===== src/rtl/uart_pkg.sv =====
// Shared definitions for the memory-mapped UART: register word offsets,
// STATUS bit positions, shifter state encoding and the reset divisor.
package uart_pkg;

    localparam logic [1:0] OFF_TXDATA = 2'd0;
    localparam logic [1:0] OFF_STATUS = 2'd1;
    localparam logic [1:0] OFF_DIV    = 2'd2;

    localparam int unsigned ST_FULL    = 0;
    localparam int unsigned ST_EMPTY   = 1;
    localparam int unsigned ST_BUSY    = 2;
    localparam int unsigned ST_OVF     = 3;
    localparam int unsigned ST_CNT_LSB = 8;

    localparam logic [15:0] DEFAULT_DIV = 16'd868;

    typedef enum logic [1:0] {
        IDLE,
        START,
        DATA,
        STOP
    } tx_state_e;

endpackage


===== src/rtl/sync_fifo.sv =====
// Single-clock first-word-fall-through FIFO with an exact occupancy count.
// Pushes while full are dropped; the caller observes full_o to flag overflow.
module sync_fifo #(
    parameter int unsigned WIDTH = 8,
    parameter int unsigned DEPTH = 8,
    localparam int unsigned AW = $clog2(DEPTH),
    localparam int unsigned CW = AW + 1
) (
    input  logic             clk,
    input  logic             reset,
    input  logic             push_i,
    input  logic [WIDTH-1:0] wdata_i,
    input  logic             pop_i,
    output logic [WIDTH-1:0] rdata_o,
    output logic             full_o,
    output logic             empty_o,
    output logic [CW-1:0]    count_o
);

    logic [WIDTH-1:0] mem_q [DEPTH];
    logic [AW-1:0]    wr_ptr_q;
    logic [AW-1:0]    rd_ptr_q;
    logic [CW-1:0]    count_q;
    logic             do_push;
    logic             do_pop;

    assign full_o  = (count_q == CW'(DEPTH));
    assign empty_o = (count_q == '0);
    assign count_o = count_q;
    assign rdata_o = mem_q[rd_ptr_q];

    // Full is judged on the registered count, so a same-cycle pop never frees room.
    assign do_push = push_i && !full_o;
    assign do_pop  = pop_i && !empty_o;

    always_ff @(posedge clk) begin
        if (reset) begin
            wr_ptr_q <= '0;
            rd_ptr_q <= '0;
            count_q  <= '0;
        end else begin
            if (do_push) wr_ptr_q <= wr_ptr_q + AW'(1);
            if (do_pop)  rd_ptr_q <= rd_ptr_q + AW'(1);
            case ({do_push, do_pop})
                2'b10:   count_q <= count_q + CW'(1);
                2'b01:   count_q <= count_q - CW'(1);
                default: count_q <= count_q;
            endcase
        end
    end

    always_ff @(posedge clk) begin
        if (do_push) mem_q[wr_ptr_q] <= wdata_i;
    end

endmodule


===== src/rtl/mmio_uart_tx.sv =====
// Memory-mapped 8N1 UART transmitter: register decode on the CPU data port,
// a TX FIFO, and a shifter FSM driving a registered txd.
module mmio_uart_tx
    import uart_pkg::*;
#(
    parameter logic [31:0] BASE_ADDR   = 32'hFFFF_0000,
    parameter int unsigned FIFO_DEPTH  = 8,
    parameter logic [15:0] DEFAULT_DIV = uart_pkg::DEFAULT_DIV
) (
    input  logic        clk,
    input  logic        reset,
    input  logic [31:0] daddr,
    input  logic [31:0] dwdata,
    input  logic [3:0]  dwe,
    output logic [31:0] drdata,
    output logic        sel,
    output logic        txd
);

    localparam int unsigned CW = $clog2(FIFO_DEPTH) + 1;

    logic [1:0]    off;
    logic          wr_en;
    logic          push;
    logic          pop;
    logic          ovf_clr;
    logic          busy;
    logic          bit_done;
    logic          fifo_full;
    logic          fifo_empty;
    logic [7:0]    fifo_rdata;
    logic [CW-1:0] fifo_count;
    logic [31:0]   count_ext;
    logic [31:0]   status;
    logic [15:0]   eff_div_new;
    logic          unused_bits;

    logic [15:0]   div_q, div_d;
    logic          ovf_q, ovf_d;
    tx_state_e     state_q;
    logic [7:0]    shift_q;
    logic [2:0]    bit_cnt_q;
    logic [15:0]   timer_q;
    logic [15:0]   eff_div_q;
    logic          txd_q;

    assign sel     = (daddr[31:4] == BASE_ADDR[31:4]);
    assign off     = daddr[3:2];
    assign wr_en   = sel && (dwe != '0);
    assign push    = wr_en && (off == OFF_TXDATA) && dwe[0];
    assign ovf_clr = wr_en && (off == OFF_STATUS) && dwe[0] && dwdata[ST_OVF];

    assign busy        = (state_q != IDLE);
    assign bit_done    = (timer_q == '0);
    assign eff_div_new = (div_q == '0) ? 16'd1 : div_q;
    assign pop = !fifo_empty && ((state_q == IDLE) || ((state_q == STOP) && bit_done));

    sync_fifo #(
        .WIDTH (8),
        .DEPTH (FIFO_DEPTH)
    ) u_fifo (
        .clk     (clk),
        .reset   (reset),
        .push_i  (push),
        .wdata_i (dwdata[7:0]),
        .pop_i   (pop),
        .rdata_o (fifo_rdata),
        .full_o  (fifo_full),
        .empty_o (fifo_empty),
        .count_o (fifo_count)
    );

    assign count_ext = 32'(fifo_count);

    always_comb begin
        status                             = '0;
        status[ST_FULL]                    = fifo_full;
        status[ST_EMPTY]                   = fifo_empty;
        status[ST_BUSY]                    = busy;
        status[ST_OVF]                     = ovf_q;
        status[ST_CNT_LSB+3:ST_CNT_LSB]    = count_ext[3:0];
    end

    always_comb begin
        drdata = '0;
        if (sel) begin
            case (off)
                OFF_STATUS: drdata = status;
                OFF_DIV:    drdata = {16'h0000, div_q};
                default:    drdata = '0;
            endcase
        end
    end

    // A rejected push is applied after the clear so that set wins.
    always_comb begin
        div_d = div_q;
        if (wr_en && (off == OFF_DIV)) begin
            if (dwe[0]) div_d[7:0]  = dwdata[7:0];
            if (dwe[1]) div_d[15:8] = dwdata[15:8];
        end
        ovf_d = ovf_q;
        if (ovf_clr)              ovf_d = 1'b0;
        if (push && fifo_full)    ovf_d = 1'b1;
    end

    always_ff @(posedge clk) begin
        if (reset) begin
            div_q <= DEFAULT_DIV;
            ovf_q <= 1'b0;
        end else begin
            div_q <= div_d;
            ovf_q <= ovf_d;
        end
    end

    // txd is a register of the current state's line level, so it trails state by one cycle.
    always_ff @(posedge clk) begin
        if (reset) begin
            state_q   <= IDLE;
            shift_q   <= '0;
            bit_cnt_q <= '0;
            timer_q   <= '0;
            eff_div_q <= 16'd1;
            txd_q     <= 1'b1;
        end else begin
            txd_q <= (state_q == START) ? 1'b0 :
                     (state_q == DATA)  ? shift_q[0] : 1'b1;
            case (state_q)
                IDLE: begin
                    if (pop) begin
                        shift_q   <= fifo_rdata;
                        eff_div_q <= eff_div_new;
                        timer_q   <= eff_div_new - 16'd1;
                        state_q   <= START;
                    end
                end
                START: begin
                    if (bit_done) begin
                        timer_q   <= eff_div_q - 16'd1;
                        bit_cnt_q <= '0;
                        state_q   <= DATA;
                    end else begin
                        timer_q <= timer_q - 16'd1;
                    end
                end
                DATA: begin
                    if (bit_done) begin
                        timer_q   <= eff_div_q - 16'd1;
                        shift_q   <= {1'b0, shift_q[7:1]};
                        bit_cnt_q <= bit_cnt_q + 3'd1;
                        if (bit_cnt_q == 3'd7) state_q <= STOP;
                    end else begin
                        timer_q <= timer_q - 16'd1;
                    end
                end
                STOP: begin
                    if (bit_done) begin
                        if (pop) begin
                            shift_q   <= fifo_rdata;
                            eff_div_q <= eff_div_new;
                            timer_q   <= eff_div_new - 16'd1;
                            state_q   <= START;
                        end else begin
                            state_q <= IDLE;
                        end
                    end else begin
                        timer_q <= timer_q - 16'd1;
                    end
                end
                default: state_q <= IDLE;
            endcase
        end
    end

    assign txd = txd_q;

    assign unused_bits = ^{dwdata[31:16], daddr[1:0], count_ext[31:4]};

endmodule


===== config.mk =====
export PLATFORM = sky130hd
export DESIGN_NAME = mmio_uart_tx
export DESIGN_NICKNAME = d
export VERILOG_FILES = /design/src/rtl/uart_pkg.sv /design/src/rtl/sync_fifo.sv /design/src/rtl/mmio_uart_tx.sv
export SDC_FILE = /design/constraint.sdc
export NUM_CORES = 1
export LEC_CHECK = 0
export CORE_ASPECT_RATIO = 0.5
export CORE_MARGIN = 4
export CORE_UTILIZATION = 50
export CTS_CLUSTER_DIAMETER = 150
export CTS_CLUSTER_SIZE = 16
export DETAILED_ROUTE_END_ITERATION = 10
export PLACE_DENSITY_LB_ADDON = 0.05
export RECOVER_POWER = 100
export SLEW_MARGIN = 5
export SYNTH_ARGS = -nofsm -noshare
export SYNTH_HDL_FRONTEND = slang
export SYNTH_HIERARCHICAL = 1
export SYNTH_SLANG_ARGS = --single-unit

===== constraint.sdc =====
create_clock -name clk -period 4 [get_ports clk]
set_clock_uncertainty 0.15 [all_clocks]
set_input_delay 0.6 -clock clk [delete_from_list [all_inputs] [get_ports clk]]
set_output_delay 0.6 -clock clk [all_outputs]
set_load 0.01 [all_outputs]

==> impl_metrics.csv, run 1 <==
group,metric,value,unit
finish,area_delta_synth_final,17.0,%
finish,antenna_cells,0,
synthesis,netlist.area_leader.share,0.261,
clocking,clock_tree.buffer_depth,2,
synthesis,synth_cell_types,72,
clocking,clock_tree.htree_level_count,4,
clocking,clk-insertion-delay-late,0.43,ns
timing,fin_crit_sh,0.917,
power,clockPowerShare,0.451,
synthesis,synth.area.mux_share,0.109,
die,height_of_the_die,93.9,um
placement,gp_congestion,0.869,
critical_path,setup.worst_path.start_class,"input port",
power,peak_vdd_ir,304,uV
finish,combined_flip_flop_and_latch_cell_area,0.00344,mm2
detailed_routing,post_drt_via_cell_ratio,5.63,
synthesis,synth.yosys.seq_area_share,0.467,
critical_path,top_fanout_value_on_the_critical_path,14,
synthesis,synth.ff_latch_count,140,
run,maxCapViolCount,0,
die,fp.coreArea,0.0145,mm2
synthesis,syn-cell-area,0.00737,mm2
critical_path,path_class,"input port to primary output",
die,rows,31,
timing,worst_slew_pin_slew,1.20,ns
clocking,cts_hold_buffers,0,
finish,fillerInstances,1268,
die,initial_utilization,0.510,
timing,post-route-worst-setup-slack,0.332,ns
clocking,tritoncts.num_buffers,17,
run_status,outcome,"finished clean",
power,power.share.switching,0.258,
synthesis,yosys_warnings,6,
synthesis,synth_edf_count,64,
detailed_routing,routed_wirelength,17.7,mm
critical_path,cp.required,3.25,ns
power,power.leakage,0.00303,uW
timing,timing.final.hold_violations,0,
power,internal-power,2410,uW
timing,timing.max_slew.rel_slack,0.198,
global_routing,first_pass_grt_wire_length,28.2,mm
clocking,cts.sinks,140,
clocking,clk_tree_root_cell,"clkbuf_16",
placement,dp_hpwl,12.6,mm
global_routing,grt_max_degree,59,
detailed_routing,drt_iter0_drc,359,
synthesis,synthTopCellsByArea,"edfxtp_1 26%, dfxtp_1 21%, nor2_1 4.1%",
global_routing,grt_overflow_total,0,
synthesis,synth_cells,692,
timing,final-setup-viol-count,0,
placement,io_buffer_count,67,
finish,layout-drive-gt1-share,0.0948,
clocking,clkSlewWorstSetupHoldPaths,0.07,ns
critical_path,crit_path_end_kind,"primary output",
placement,pre_cts_ws,0.184,ns
clocking,tritoncts,"built",
detailed_routing,routed_wire_length_per_instance,18.3,um
detailed_routing,final_antenna_net_count,0,
detailed_routing,route.detailed.drc,0,
power,power_per_cell_area,377,mW/mm2
timing,period_needed,3.67,ns
detailed_routing,via_count,5450,
min_path,min-delay-path-class,"flip-flop to flip-flop",
power,seqPwrFrac,0.465,
synthesis,synth_compound_area_frac,0.107,
critical_path,cp.arrival,2.92,ns
timing,finalMaxSlewViolations,0,
synthesis,yosys.area_share.adder,0.0322,
die,num_io_pins,104,
global_routing,antenna_found_initial,0,
synthesis,netlist.top_cell.by_area,"edfxtp_1",
global_routing,grt_use_total,0.212,
synthesis,synthesis.area_per_instance,10.7,um2
synthesis,yosys_most_used_dff,"dfxtp_1",
timing,max_clock_freq,273,MHz
finish,multi_input_area,0.00354,mm2
clocking,cts_resized,0,
power,combPwrFrac,0.084,
die,dieWidth,180,um
synthesis,asyncSetResetFlopFracSynth,0,
synthesis,post_synth_xor_area_fraction,0.0497,
clocking,post-cts-setup-buffer-count,0,
timing,unrepaired_setup_endpoints_after_global_routing,"false",
power,power.net_switching,837,uW
synthesis,post_synth_and_or_nand_nor_area_fraction,0.181,
die,dieArea,0.0169,mm2
global_routing,first_global_vias,5308,
timing,timing.setup.tns,0,ns
detailed_routing,drt_pre_antenna_iters,6,
synthesis,combinational_family_with_the_most_area_after_synthesis,"simple AND/OR/NAND/NOR gates",
finish,layout.nets,846,
==> per-layer routing <==
layer,global-route usage,wire (um)
met1,0.295,8570
met5,0,0
met2,0.343,8320
met4,0.0564,149
met3,0.0437,638
==> state kept, by name, summed over array words and instances, names as in the netlist, named ones only <==
name	flops
eff_div_q	16
timer_q	16
div_q	16
u_fifo/wr_ptr_q	3
u_fifo/rd_ptr_q	3
bit_cnt_q	3
shift_q	8
u_fifo/mem_q	64
u_fifo/count_o	4
state_q	2
txd	1
ovf_q	1
==> Yosys cell counts (18+ instances only) <==
master	instances
a21oi_1	33
buf_4	18
clkbuf_1	21
dfxtp_1	76
edfxtp_1	64
ha_1	19
mux2i_1	30
nand2_1	43
nand3_1	24
nor2_1	81
nor3_1	18
xnor2_1	20
xor2_1	20
==> metrics by stage <==
step	area, um2	cells	utilization	hold slack, ns	power (uW)
2_1_floorplan	7430	707	-	0.286	1730
3_3_place_gp	8180	936	0.565	0.294	1820
3_5_place_dp	8180	936	0.565	0.303	1820
4_1_cts	8720	968	0.603	0.312	3280
5_1_grt	8620	968	0.596	0.343	3370
6_report	8620	968	0.596	0.312	3250
==> worst max-delay path, stage by stage <==
cell,delay [ns]
dlygate4sd3_1,0.53
nand4_1,0.10
or3_1,0.40
nor3_1,0.28
buf_4,0.25
and2_1,0.14
dlygate4sd3_1,0.62
==> power by group through the flow <==
stage | combinational (uW) | clock, uW | sequential [uW]
global placement | 278 | 0 | 1540
global route | 305 | 1550 | 1510
finish | 272 | 1460 | 1510
floorplan | 184 | 0 | 1540
CTS | 282 | 1480 | 1510
detailed placement | 281 | 0 | 1540
==> placed cells by master (no fill, tap or decap), drive strengths merged, types with 4 or more instances in the layout <==
| master | count |
|---|---|
| nor2 | 82 |
| dfxtp | 76 |
| edfxtp | 64 |
| nand2 | 45 |
| clkdlybuf4s50 | 39 |
| a21oi | 36 |
| mux2i | 30 |
| clkbuf | 28 |
| dlygate4sd3 | 27 |
| nand3 | 25 |
| inv | 22 |
| xor2 | 21 |
| xnor2 | 20 |
| ha | 19 |
| nor3 | 19 |
| conb | 16 |
| mux4 | 16 |
| nor4 | 13 |
| buf | 11 |
| nand3b | 10 |
| mux2 | 10 |
| nand4 | 9 |
| nand2b | 9 |
| and2 | 9 |
| a22oi | 9 |
| a211oi | 8 |
| o22ai | 8 |
| or3 | 7 |
| or4 | 7 |
| o31ai | 6 |
| o21ai | 5 |
| nand4b | 5 |
| o32ai | 5 |
| clkinv | 5 |
| a31oi | 4 |
| a211o | 4 |
==> worst paths after layout <==
path	from	slack [ns]	cells past startpoint	end
setup / recovery	daddr[23]	0.33	7	drdata[13]
hold / removal	bit_cnt_q[1]	0.31	2	bit_cnt_q[1]
setup reg to reg	timer_q[9]	0.37	6	timer_q[9]
hold reg to reg	bit_cnt_q[1]	0.31	2	bit_cnt_q[1]
==> cell type report <==
class,instances,area share
well taps,198,0.0287
repair buffers,87,0.0917
multi-input cells,495,0.411
inverters,16,0.00697
clock buffers,18,0.0498
flip-flops and latches,140,0.399
clock inverters,14,0.0128
==> cell families (layout without fill, tap and decap cells) <==
family | after synthesis | count (layout)
xor gates and xnor gates | 41 | 41
other | 1 | 16
muxes | 56 | 56
adders and majority gates | 19 | 19
and+or+nand+nor | 254 | 254
AOI/OAI and AO/OA | 109 | 109
DFF | 140 | 140
buffers and inverters | 72 | 135
Note: power is estimated with default switching activity, not from simulation.
==> run 2: changes to the inputs <==
Settings changed: CORE_UTILIZATION 50 to 40, CTS_BUF_LIST set to sky130_fd_sc_hd__clkbuf_2.
==> run 2 against run 1 <==
Global-route usage down 3.3 points. Critical path depth decreased by 1. Sequential share of layout area is 1.1 points higher. First-iteration DRC count fell by 2.5%. Fmax barely moved. Via count shrank 0.31%. Register-to-register slack got worse by 0.04 ns. Critical path type is now flip-flop to flip-flop.
==> impl_metrics.csv, run 2 (same netlist as run 1, synthesis figures left out) <==
group,metric,value,unit
global_routing,grt_max_degree,58,
placement,dp_hpwl,13.3,mm
timing,timing.final.hold_violations,0,
clocking,clock_tree.htree_level_count,4,
timing,finalMaxSlewViolations,0,
clocking,clk_tree_root_cell,"clkbuf_2",
power,power.share.switching,0.273,
power,internal-power,1900,uW
run,maxCapViolCount,0,
finish,layout_common_cells,"82 x nor2_1, 76 x dfxtp_1, 64 x edfxtp_1",
finish,layout.nets,853,
clocking,clk-insertion-delay-late,0.71,ns
critical_path,critPathMaxStageDelay,0.88,ns
timing,max_clock_freq,273,MHz
power,peak_vdd_ir,215,uV
timing,hold_slack_final,0.303,ns
detailed_routing,via_count,5433,
die,dieWidth,200,um
finish,most_common_cell_after_layout_fill_and_taps_aside,"nor2_1",
power,post-layout-total-power,2620,uW
detailed_routing,routed_wirelength,18.5,mm
timing,period_needed,3.67,ns
timing,timing.setup.tns,0,ns
detailed_routing,final_antenna_net_count,0,
detailed_routing,route.detailed.drc,0,
power,power_per_cell_area,312,mW/mm2
placement,gp_congestion,0.830,
placement,post-place-cells,978,
power,seqPwrFrac,0.578,
critical_path,top_fanout_value_on_the_critical_path,13,
detailed_routing,routed_wire_length_per_instance,18.3,um
power,combPwrFrac,0.107,
detailed_routing,drt_iter0_drc,350,
timing,unrepaired_setup_endpoints_after_global_routing,"false",
clocking,cts_resized,0,
critical_path,setup.worst_path.start_class,"flip-flop",
run_status,outcome,"finished clean",
finish,largest_register_ff_count,64,
detailed_routing,drt_pre_antenna_iters,5,
global_routing,grt_overflow_total,0,
finish,largest-register,"u_fifo/mem_q",
power,clockPowerShare,0.315,
clocking,clock_tree.buffer_depth,2,
global_routing,antenna_found_initial,0,
finish,final_cells,1011,
power,power.leakage,0.00291,uW
detailed_routing,post_drt_via_cell_ratio,5.37,
min_path,min-delay-path-class,"input port to flip-flop",
die,dieArea,0.0208,mm2
finish,antenna_cells,0,
die,initial_utilization,0.416,
die,height_of_the_die,104,um
clocking,tritoncts,"built",
finish,layout-drive-gt1-share,0.0965,
critical_path,critPathSlowestCell,"nor2_1",
critical_path,cp.arrival,4.13,ns
timing,fin_crit_sh,0.917,
die,num_io_pins,104,
timing,timing.max_slew.rel_slack,0.172,
power,power.net_switching,715,uW
critical_path,cp.required,4.46,ns
clocking,cts.sinks,140,
critical_path,crit_path_cell_trace,"or4_1 > or3_1 > nor2_1 > a21oi_2 > or2_0 > o32ai_1",
global_routing,first_pass_grt_wire_length,29.2,mm
die,fp.coreArea,0.0177,mm2
timing,final-setup-viol-count,0,
global_routing,grt_use_total,0.179,
clocking,clkSlewWorstSetupHoldPaths,0.19,ns
global_routing,first_global_vias,5075,
critical_path,crit_path_end_kind,"flip-flop",
placement,io_buffer_count,67,
clocking,tritoncts.num_buffers,17,
die,rows,34,
timing,worst_slew_pin_slew,1.24,ns
finish,area_delta_synth_final,13.7,%
clocking,post-cts-setup-buffer-count,0,
finish,finalCoreUtilization,0.473,
critical_path,path_class,"flip-flop to flip-flop",
==> run 2: cell count changes in the layout (fill, tap and decap cells not counted), sizes merged <==
cell           before  now
clkdlybuf4s50      39   45
clkbuf             28   33
dlygate4sd3        27   22
inv                22   17
buf                11   14
bufinv              0    2
clkinv              5    6
==> run 2: layout make-up <==
type	instances	area, um2
fill	1694	9350
multi-input combinational	495	3540
sequential	140	3440
timing repair buffer	94	822
tap	234	293
clock inverter	12	125
clock buffer	20	100
inverter	16	60.1
==> run 2: metrics by stage <==
| step | setup slack [ns] | cell area, um2 |
|---|---|---|
| 2_1_floorplan | 0.597 | 7430 |
| 3_3_place_gp | 0.309 | 8260 |
| 3_5_place_dp | 0.276 | 8260 |
| 4_1_cts | 0.429 | 8500 |
| 5_1_grt | 0.152 | 8390 |
| 6_report | 0.331 | 8390 |
==> run 2: routing by layer <==
layer,global-route usage,up-vias,routed length (um)
met4,0.0397,0,167
li1,-,2667,-
met5,0,-,0
met1,0.263,2675,9230
met2,0.274,78,8560
met3,0.0362,13,522
==> run 2: worst paths after layout <==
kind                      from           end  slack (ns)  depth (start not counted)
setup reg to reg    timer_q[8]    timer_q[9]        0.33                          6
hold reg to reg   bit_cnt_q[1]  bit_cnt_q[1]        0.32                          2
setup / recovery    timer_q[8]    timer_q[9]        0.33                          6
hold / removal      dwdata[11]     div_q[11]        0.30                          3
==> run 2: repair_timing <==
item,4_1_cts,5_1_grt
endpoints found under the setup margin,0,0
endpoints found under the hold margin,1,0
hold buffers,1,0
==> run 2: power groups by stage <==
stage          combinational [uW]  sequential [uW]  clock [uW]
5_1_grt                       307             1520         915
4_1_cts                       285             1510         854
3_3_place_gp                  280             1540           0
3_5_place_dp                  284             1540           0
6_report                      279             1510         824
2_1_floorplan                 184             1540           0
==> run 2: worst max-delay path, delay by kind of cell, from the launching register on <==
kind | cells | cell delay, ns
AO/OA/AOI/OAI | 2 | 0.52
flip-flops | 1 | 0.38
AND/OR/NAND/NOR | 4 | 2.54
==> run 3: changes to the inputs <==
Settings changed: TNS_END_PERCENT set to 50.
==> results of run 3 <==
Final layout, timing and power as in run 2 (identical DEF).
